===== config.mk =====
export PLATFORM = sky130hd
export DESIGN_NAME = pipeline_ctrl
export DESIGN_NICKNAME = d
export VERILOG_FILES = /design/src/rtl/pipeline_ctrl.sv
export SDC_FILE = /design/constraint.sdc
export NUM_CORES = 1
export LEC_CHECK = 0
export CAP_MARGIN = 5
export CORE_ASPECT_RATIO = 0.7
export CORE_MARGIN = 8
export CORE_UTILIZATION = 38
export DETAILED_ROUTE_END_ITERATION = 16
export DONT_BUFFER_PORTS = 1
export PLACE_DENSITY = 0.65
export SYNTH_ARGS = -nofsm -noshare
export SYNTH_HDL_FRONTEND = slang
export SYNTH_SLANG_ARGS = --single-unit

===== constraint.sdc =====
create_clock -name clk -period 1.9 [get_ports clk]
set_input_delay 0 -clock clk [delete_from_list [all_inputs] [get_ports clk]]
set_output_delay 0 -clock clk [all_outputs]
set_load 0.02 [all_outputs]

===== src/rtl/pipeline_ctrl.sv =====
// Hazard and stall controller for a five-stage pipeline: load-use and
// multiply/divide interlocks, branch flushes, exit-syscall halt, stall counter.
module pipeline_ctrl #(
    parameter int unsigned MULT_CYCLES = 4,
    parameter int unsigned DIV_CYCLES  = 32
) (
    input  logic        clk,
    input  logic        clr,
    input  logic [4:0]  id_rs,
    input  logic [4:0]  id_rt,
    input  logic        id_use_rs,
    input  logic        id_use_rt,
    input  logic        id_hilo_use,
    input  logic        id_mdu_op,
    input  logic [4:0]  ex_write_num,
    input  logic        ex_mem_read,
    input  logic        ex_branch_taken,
    input  logic        ex_mdu_start,
    input  logic        ex_mdu_div,
    input  logic        ex_syscall,
    input  logic [31:0] ex_v0,
    output logic        pc_en,
    output logic        ifid_en,
    output logic        ifid_clr,
    output logic        idex_clr,
    output logic        mdu_busy,
    output logic        halted,
    output logic [31:0] stall_count
);

    typedef enum logic [1:0] {RUN, BUSY, HALT} state_t;

    // The counter holds remaining busy cycles minus one, so BUSY at zero is the last one.
    localparam logic [7:0] MULT_LOAD = 8'(MULT_CYCLES - 1);
    localparam logic [7:0] DIV_LOAD  = 8'(DIV_CYCLES - 1);

    state_t     state;
    state_t     state_nxt;
    logic [7:0] count;
    logic [7:0] count_nxt;
    logic       load_use;
    logic       mdu_hazard;
    logic       halt_req;

    function automatic logic [31:0] sat_inc(input logic [31:0] v);
        return (v == 32'hFFFF_FFFF) ? v : v + 32'd1;
    endfunction

    always_comb begin
        load_use   = ex_mem_read && (ex_write_num != 5'd0) &&
                     ((id_use_rs && (id_rs == ex_write_num)) ||
                      (id_use_rt && (id_rt == ex_write_num)));
        mdu_hazard = (state == BUSY) && (id_hilo_use || id_mdu_op);
        halt_req   = ex_syscall && (ex_v0 == 32'd10);
    end

    always_comb begin
        pc_en    = 1'b1;
        ifid_en  = 1'b1;
        ifid_clr = 1'b0;
        idex_clr = 1'b0;
        halted   = (state == HALT);
        mdu_busy = (state == BUSY);
        if (state == HALT) begin
            pc_en    = 1'b0;
            ifid_en  = 1'b0;
            idex_clr = 1'b1;
        end else if (ex_branch_taken) begin
            ifid_clr = 1'b1;
            idex_clr = 1'b1;
        end else if (load_use || mdu_hazard) begin
            pc_en    = 1'b0;
            ifid_en  = 1'b0;
            idex_clr = 1'b1;
        end
    end

    always_comb begin
        state_nxt = state;
        count_nxt = count;
        case (state)
            RUN: begin
                if (halt_req) begin
                    state_nxt = HALT;
                end else if (ex_mdu_start) begin
                    state_nxt = BUSY;
                    count_nxt = ex_mdu_div ? DIV_LOAD : MULT_LOAD;
                end
            end
            BUSY: begin
                if (halt_req) begin
                    state_nxt = HALT;
                    count_nxt = 8'd0;
                end else if (count == 8'd0) begin
                    state_nxt = RUN;
                end else begin
                    count_nxt = count - 8'd1;
                end
            end
            HALT: begin
                state_nxt = HALT;
            end
            default: begin
                state_nxt = RUN;
                count_nxt = 8'd0;
            end
        endcase
    end

    always_ff @(posedge clk or posedge clr) begin
        if (clr) begin
            state <= RUN;
            count <= 8'd0;
        end else begin
            state <= state_nxt;
            count <= count_nxt;
        end
    end

    always_ff @(posedge clk or posedge clr) begin
        if (clr) begin
            stall_count <= 32'd0;
        end else if (!pc_en && (state != HALT)) begin
            stall_count <= sat_inc(stall_count);
        end
    end

endmodule

==> flow_summary.toml, run 1 <==
[sta]
slew_viol_final = 0
hold_viol = 0
max_freq_ghz = 0.533
grt_setup_unrepaired = "true"
finClkSkew_ns = 0.0160
worst_slew_pin_slew_ns = 0.539
layout_min_cycle_time_ns = 1.87
setup_viol = 0
max_slew_margin_pct = 64.1
fin_crit_sh_pct = 98.7

[floorplanning]
rows = 24
die-height_um = 83.9
fp.coreArea_um2 = 6310
ios = 96
die-width_um = 113
die_area_um2 = 9480
start_util_pct = 39.7

[worst_setup_path]
cp.required_ns = 2.10
rr_endpoint = "count[7]"
reg2reg_depth = 7
critPathLaunchType = "flop"
cp.arrival_ns = 2.08
rrSetupSlack_ns = 0.03
endpoint = "count[7]"
critPathLaunch = "count[4]"
criticalPathCategory = "reg -> reg"
r2r-start = "count[4]"
end_kind = "flop"
cp_max_fo = 3

[drt]
first_pass_iters = 4
ant_nets = 0
vias = 2200
drc = 0
drt_iter0_drc = 163
wl_per_cell_um = 17.7
finalWirelength_um = 7040
drt-vias-per-instance = 5.54

[synthesis]
synth_area_per_cell_um2 = 9.66
synth_top_area_share_pct = 42.0
yosysSeqAreaShare_pct = 42.0
ys_types = 51
syn_area_um2 = 2500
synth_nets = 320
yosys-top-cells-area = "dfrtp_1, xor2_1, xnor2_1"
synth-edff-count = 0
syn_inst = 259
yosys_warnings = 0
async_reset_ff_share_pct = 100
yosysTopAreaCell = "dfrtp_1"
synth_flop_cell = "dfrtp_1"
ys_ff_latch = 42

[cells_and_area]
num-nets-final = 379
fin_area_um2 = 3210
drive_above_1_share_pct = 29.2
area_growth_pct = 28.3
multi_input_area_um2 = 1480
fin_util_pct = 50.9
antenna_cells = 0
seq_area_um2 = 1060
fin_cells = 397
fillers = 568

[global_routing]
antenna_found_initial = 0
grt_max_degree = 43
grt_overflow_total = 0
track_usage_pct = 14.6
grt_pass1_wl_um = 11300
grt_pass1_vias = 2150

[power_and_ir_drop]
intPower_mw = 1.96
vdd_drop_max_mv = 0.363
clkPwrFrac_pct = 19.2
swShare_pct = 37.5
pwr-share-comb_pct = 43.4
p_seq_share_pct = 37.4
power.switching_mw = 1.18
p_leak_nw = 1.53
powerDensity_nw_per_um2 = 978

[outcome]
status = "finished clean"

[flow_run]
cap_violations = 0

[clocking]
clk_latency_ns = 0.30
clkSlewWorstSetupHoldPaths_ns = 0.09
cts_tree = "yes"
htree_levels = 2
clock_path_buffers = 2
cts_buffers = 5
cts-root-buf = "clkbuf_8"
cts_num_sinks = 42

[place]
io_buffers = 0
dpl.hpwl_um = 5510
placed_cells = 384
place_congestion = 0.798
dpl-instance-area_um2 = 2970

[hold_path]
hold_path.class = "in -> reg"
==> final cells by class <==
class,count,area share [%]
multi-input cells,204,46.2
flip-flops and latches,42,32.9
repair buffers,57,14.0
well taps,78,3.04
clock buffers,6,2.57
inverters,8,0.935
clock inverters,2,0.390
==> power by group through the flow <==
stage	clock network, mW	logic, mW	registers, mW
after floorplan	0	0.709	1.32
after global placement	0	1.27	1.18
after detailed placement	0	1.29	1.19
after CTS	0.619	1.30	1.17
after global routing	0.650	1.50	1.20
final	0.602	1.36	1.17
==> timing repair <==
action | CTS | global route
setup endpoints to repair | 0 | 17
endpoints found under the hold margin | 44 | 0
buffers inserted | 0 | 3
resized for setup | 0 | 17
hold buffers | 2 | 0
==> cells by family (layout without fill, tap and decap cells) <==
| logic type | Yosys count | count (layout) | share of synthesized area (%) |
|---|---|---|---|
| multiplexers | 1 | 1 | 0.450 |
| AND/OR/NAND/NOR | 128 | 128 | 30.3 |
| adder cells (fa/ha/maj) | 3 | 3 | 1.50 |
| flip-flops | 42 | 42 | 42.0 |
| XOR/XNOR | 41 | 41 | 14.4 |
| AO/OA/AOI/OAI | 31 | 31 | 8.60 |
| buffers and inverters | 13 | 73 | 2.85 |
==> sequential cells by signal (all words and copies together), names as in the netlist <==
register and flops:
state 2, count 8, stall_count 32
==> stage by stage <==
step                      setup slack, ns  total power [mW]  TNS [ns]  hold WS (ns)
after global placement             0.0613              2.45         0        0.0650
final                              0.0256              3.14         0        0.0267
after global routing              -0.0755              3.35    -0.327        0.0336
after floorplan                    0.0114              2.03         0         0.158
after detailed placement           0.0229              2.47         0        0.0622
after CTS                          0.0111              3.08         0       0.00841
==> worst min path at each step <==
stage                       from              end  cells after the start
global route          ex_mdu_div         count[2]                      3
detailed placement           clr  stall_count[21]                      2
finish                ex_mdu_div         count[2]                      3
floorplan           ex_mdu_start         state[0]                      2
global placement             clr  stall_count[18]                      2
CTS                   ex_mdu_div         count[2]                      3
==> cells in the final DEF (no fill, tap or decap), drive strengths merged, types with 3 or more instances in the layout <==
cell	count
buf	55
dfrtp	42
xor2	27
nor3	22
nand2	19
nor4	17
nor2	16
xnor2	14
nand3	14
nand4	13
o21ai	9
inv	8
clkbuf	6
a21oi	5
or3	5
nand2b	4
o2bb2ai	4
nor4b	4
and3	3
o21a	3
ha	3
==> worst max-delay path: stages (launching register included) <==
cell     delay (ns)
dfrtp_1        0.38
or3_4          0.41
nor4b_4        0.23
nor3b_4        0.28
buf_4          0.15
nor4_1         0.04
nor3b_1        0.14
a21o_1         0.16
==> cells in the mapped netlist (3+ instances only) <==
| cell type | count |
|---|---|
| a21oi_1 | 5 |
| nor4b_1 | 3 |
| xnor2_1 | 14 |
| nor4_1 | 16 |
| o21ai_0 | 7 |
| inv_1 | 8 |
| xor2_1 | 27 |
| nor3_1 | 20 |
| ha_1 | 3 |
| nand4_1 | 12 |
| nor2_1 | 15 |
| dfrtp_1 | 42 |
| nand2b_1 | 4 |
| nand2_1 | 19 |
| o21a_1 | 3 |
| o2bb2ai_1 | 4 |
| nand3_1 | 13 |
| and3_1 | 3 |
==> metal layers <==
metal  part of all wire (%)  global-route usage (%)  vias up
li1                       -                       -     1074
met1                     47                    20.0     1055
met2                     44                    21.2       66
met3                    8.4                    5.13        5
met4                   0.70                    3.98        0
met5                      0                       0        -
(Power assumes the default switching activity.)
==> run 2: changes to the inputs <==
- CORE_ASPECT_RATIO: 0.7 -> default
- CTS_BUF_LIST: default -> sky130_fd_sc_hd__clkbuf_8 sky130_fd_sc_hd__clkbuf_16
==> flow_summary.toml, run 2 (same netlist as run 1, synthesis figures left out) <==
[power_and_ir_drop]
vdd_drop_max_mv = 0.515
intPower_mw = 2.11
power.switching_mw = 1.17
clkPwrFrac_pct = 20.8
p_leak_nw = 1.52
swShare_pct = 35.7
total_power_mw = 3.29
pwr-share-comb_pct = 43.1
powerDensity_nw_per_um2 = 1020
p_seq_share_pct = 36.1

[worst_setup_path]
critPathSlowestCell = "or3_4"
rr_endpoint = "count[6]"
cp_max_fo = 3
worst-path-stages = 7
rrSetupSlack_ns = 0.04
critPathLaunchType = "flop"
criticalPathCategory = "reg -> reg"
cp.required_ns = 2.06
cp.arrival_ns = 2.02
end_kind = "flop"
cp_cell_sequence = "or3_4 -> nor4b_4 -> nor3b_4 -> buf_4 -> nor3_2 -> or2b_1 -> o2bb2ai_1"
r2r-start = "count[4]"
critPathMaxStageDelay_ns = 0.40
worst-path-buf-inv = 1
reg2reg_depth = 7
cp_top_family = "simple AND/OR/NAND/NOR gates"

[global_routing]
grt_max_degree = 43
grt_pass1_wl_um = 10900
grt_pass1_vias = 2169
track_usage_pct = 13.6
antenna_found_initial = 0
grt_overflow_total = 0

[drt]
drt_iter0_drc = 102
vias = 2191
first_pass_iters = 4
finalWirelength_um = 6790
highest_layer = "met4"
wl_per_cell_um = 17.2
drc = 0
wl_met3_um = 457
drt-met1-wl_um = 2930
ant_nets = 0
wl_met2_um = 3310
drt-vias-per-instance = 5.56

[clocking]
cts_tree = "yes"
cts_num_sinks = 42
clkSlewWorstSetupHoldPaths_ns = 0.07
clk_latency_ns = 0.29
htree_levels = 2
clock_path_buffers = 2
cts_buffers = 5
cts-root-buf = "clkbuf_8"

[sta]
max_slew_margin_pct = 64.3
hold_viol = 0
slew_viol_final = 0
max_freq_ghz = 0.538
fin_crit_sh_pct = 97.8
finClkSkew_ns = 0.0111
layout_min_cycle_time_ns = 1.86
setup_viol = 0
grt_setup_unrepaired = "true"
worst_slew_pin_slew_ns = 0.529

[floorplanning]
ios = 96
die_area_um2 = 9440
start_util_pct = 39.4
die-width_um = 97.2
fp.coreArea_um2 = 6350
rows = 29
die-height_um = 97.2

[hold_path]
hold_path.class = "in -> reg"
worstHoldEndpoint = "count[2]"
min_path_cells = 3
worstHoldStart = "ex_mdu_div"

[cells_and_area]
final_common_cell = "buf_4"
largest-register = "stall_count"
fin_util_pct = 50.8
num-nets-final = 377
area_growth_pct = 28.9
final_cell_mix = "buf_4, dfrtp_1, xor2_1"
largest_reg_flops = 32
drive_above_1_share_pct = 28.1
top_regs = "stall_count (32), count (8), state (2)"
antenna_cells = 0

[outcome]
status = "finished clean"

[place]
io_buffers = 0
place_congestion = 0.869
dpl.hpwl_um = 5420

[flow_run]
cap_violations = 0
## run 2: changes by cell type in the layout (fill, tap and decap cells not counted), sizes merged
cell,delta
buf,-2
bufinv,+1
clkbuf,-1
clkinv,+1
clkinvlp,-1
## run 2: repair_timing
item	in CTS	in global routing
endpoints found under the hold margin	44	0
setup buffers	2	0
setup endpoints to repair	8	26
resized for setup	2	17
hold buffers	2	0
pin swaps	1	6
## run 2: how the worst max path moves through the flow
stage,startpoint,end,slack [ns]
global placement,state[1],stall_count[21],0.008
detailed placement,state[1],stall_count[19],-0.04
finish,count[4],count[6],0.04
global route,count[4],count[0],-0.05
floorplan,stall_count[16],stall_count[1],0.01
CTS,state[1],stall_count[21],0.006
## run 2: worst min-delay path: cells and delay by family
kind / cells / cell delay [ns]
simple gates: 1 / 0.08
compound gates: 2 / 0.18
## run 2: per-layer routing
metal	vias up	GRT usage, %
met5	-	0
met1	1070	16.5
met4	0	4.02
met3	7	4.62
met2	56	22.0
li1	1058	-
## run 2: layout make-up
cell class | count | area, um^2
Multi-Input combinational cell | 204 | 1500
Clock inverter | 3 | 40.0
Inverter | 8 | 30.0
Fill cell | 596 | 3120
Timing Repair Buffer | 55 | 434
Tap cell | 77 | 96.3
Sequential cell | 42 | 1060
Clock buffer | 5 | 68.8
## run 2: power by group through the flow
stage               clock (mW)  sequential [mW]  combinational (mW)
floorplan                    0             1.32               0.709
global placement             0             1.19                1.25
detailed placement           0             1.20                1.28
CTS                      0.708             1.18                1.30
global route             0.740             1.21                1.53
finish                   0.684             1.19                1.42
## run 2: stage by stage
step / instance area [um^2] / hold slack (ns) / TNS [ns] / worst slack, ns / std cells
finish: 3230 / 0.0206 / 0 / 0.0410 / 394
global route: 3230 / 0.0455 / -0.189 / -0.0548 / 394
CTS: 3120 / 0.00595 / 0 / 0.00555 / 394
detailed placement: 2960 / 0.0651 / -0.0924 / -0.0398 / 382
global placement: 2960 / 0.0605 / 0 / 0.00765 / 382
floorplan: 2510 / 0.158 / 0 / 0.0114 / 259
==> run 3: changes to the inputs <==
- PLACE_DENSITY: 0.65 -> default
- PLACE_DENSITY_LB_ADDON: default -> 0.08
==> flow_summary.toml, run 3 (same netlist as run 1, synthesis figures left out) <==
[outcome]
status = "finished clean"

[worst_setup_path]
cp.required_ns = 2.09
cp.arrival_ns = 2.04
critPathLaunchType = "flop"
critPathSlowestCell = "or3_4"
end_kind = "flop"
criticalPathCategory = "reg -> reg"
cp_cell_sequence = "or3_4 -> nor4b_4 -> nor3b_4 -> buf_4 -> nor4_1 -> nor3b_1 -> a21o_1"
critPathMaxStageDelay_ns = 0.40
worst-path-buf-inv = 1
cp_top_family = "simple AND/OR/NAND/NOR gates"
cp_max_fo = 3

[clocking]
clkSlewWorstSetupHoldPaths_ns = 0.08
clock_path_buffers = 2
cts_tree = "yes"
clk_latency_ns = 0.30
htree_levels = 2
cts_num_sinks = 42
cts-root-buf = "clkbuf_8"
cts_buffers = 5

[cells_and_area]
num-nets-final = 379
largest-register = "stall_count"
antenna_cells = 0
final_common_cell = "buf_4"
area_growth_pct = 28.8
top_regs = "stall_count (32), count (8), state (2)"
final_cell_mix = "buf_4, dfrtp_1, xor2_1"
drive_above_1_share_pct = 27.6
fin_util_pct = 50.8
largest_reg_flops = 32

[power_and_ir_drop]
vdd_drop_max_mv = 0.625
p_seq_share_pct = 35.0
powerDensity_nw_per_um2 = 1050
total_power_mw = 3.39
swShare_pct = 33.9
intPower_mw = 2.24
clkPwrFrac_pct = 25.9
pwr-share-comb_pct = 39.1
p_leak_nw = 1.51
power.switching_mw = 1.15

[global_routing]
track_usage_pct = 14.4
grt_pass1_vias = 2198
antenna_found_initial = 0
grt_pass1_wl_um = 11500
grt_overflow_total = 0
grt_max_degree = 43

[sta]
worst_slew_pin_slew_ns = 0.544
final.setup.tns_ns = 0
max_freq_ghz = 0.542
grt_setup_unrepaired = "true"
finClkSkew_ns = 0.00988
slew_viol_final = 0
fin_crit_sh_pct = 97.2
setup_viol = 0
hold_viol = 0
layout_min_cycle_time_ns = 1.85
max_slew_margin_pct = 63.7

[floorplanning]
die_area_um2 = 9440
fp.coreArea_um2 = 6350
start_util_pct = 39.4
ios = 96
die-height_um = 97.2
rows = 29
die-width_um = 97.2

[drt]
drc = 0
vias = 2168
wl_per_cell_um = 17.3
drt-vias-per-instance = 5.47
drt_iter0_drc = 75
ant_nets = 0
finalWirelength_um = 6870
first_pass_iters = 5

[place]
dpl.hpwl_um = 5360
place_congestion = 0.793
io_buffers = 0

[flow_run]
cap_violations = 0

[hold_path]
hold_path.class = "in -> reg"
==> run 3: final timing paths <==
check / from / endpoint / slack [ns] / cells past startpoint
worst max-delay path: count[4] / count[7] / 0.05 / 7
worst min-delay path: ex_branch_taken / stall_count[26] / 0.05 / 4
worst max register to register: count[4] / count[7] / 0.05 / 7
worst min register to register: count[5] / count[5] / 0.48 / 1
max in group asynchronous: clr / stall_count[8] / 1.23 / 3
min in group asynchronous: clr / stall_count[21] / 0.26 / 3
==> run 3: per-stage QoR <==
stage / setup WS (ns) / cell area (um^2) / hold slack (ns) / instances
after CTS: 0.00219 / 3160 / 0.0437 / 395
after floorplan: 0.0114 / 2510 / 0.158 / 259
after global routing: -0.0450 / 3220 / 0.0708 / 396
final: 0.0540 / 3220 / 0.0496 / 396
after detailed placement: -0.0130 / 2990 / 0.0631 / 384
after global placement: 0.0367 / 2990 / 0.0622 / 384
==> run 3: routing by layer <==
layer	part of all wire (%)	track usage (%)	wire [um]
met1	46	18.6	3160
met5	0	0	0
met2	43	20.8	2980
met4	0.80	3.20	55
met3	9.7	7.40	666
==> run 3: power by group through the flow <==
stage	clock [mW]	combinational (mW)	sequential [mW]
detailed placement	0	1.30	1.19
floorplan	0	0.709	1.32
global placement	0	1.30	1.20
CTS	0.901	1.31	1.18
finish	0.876	1.32	1.19
global route	0.934	1.44	1.21
==> run 3: repair_timing <==
| item | 4_1_cts | 5_1_grt |
|---|---|---|
| gates resized for setup | 0 | 8 |
| hold endpoints to repair | 45 | 0 |
| setup endpoints to repair | 0 | 16 |
| hold buffers | 3 | 0 |
| buffers inserted | 0 | 1 |
==> run 3: final cells by class <==
class                           instances  area [um^2]
Clock buffer                            6         82.6
Inverter                                8         30.0
Sequential cell                        42         1060
Tap cell                               77         96.3
Timing Repair Buffer                   57          460
Fill cell                             610         3130
Multi-Input combinational cell        204         1440
Clock inverter                          2         60.1
==> run 3: worst min-delay path: stages <==
cell     delay, ns
nor2_1        0.06
nand3_1       0.09
nor3_1        0.05
xor2_1        0.11
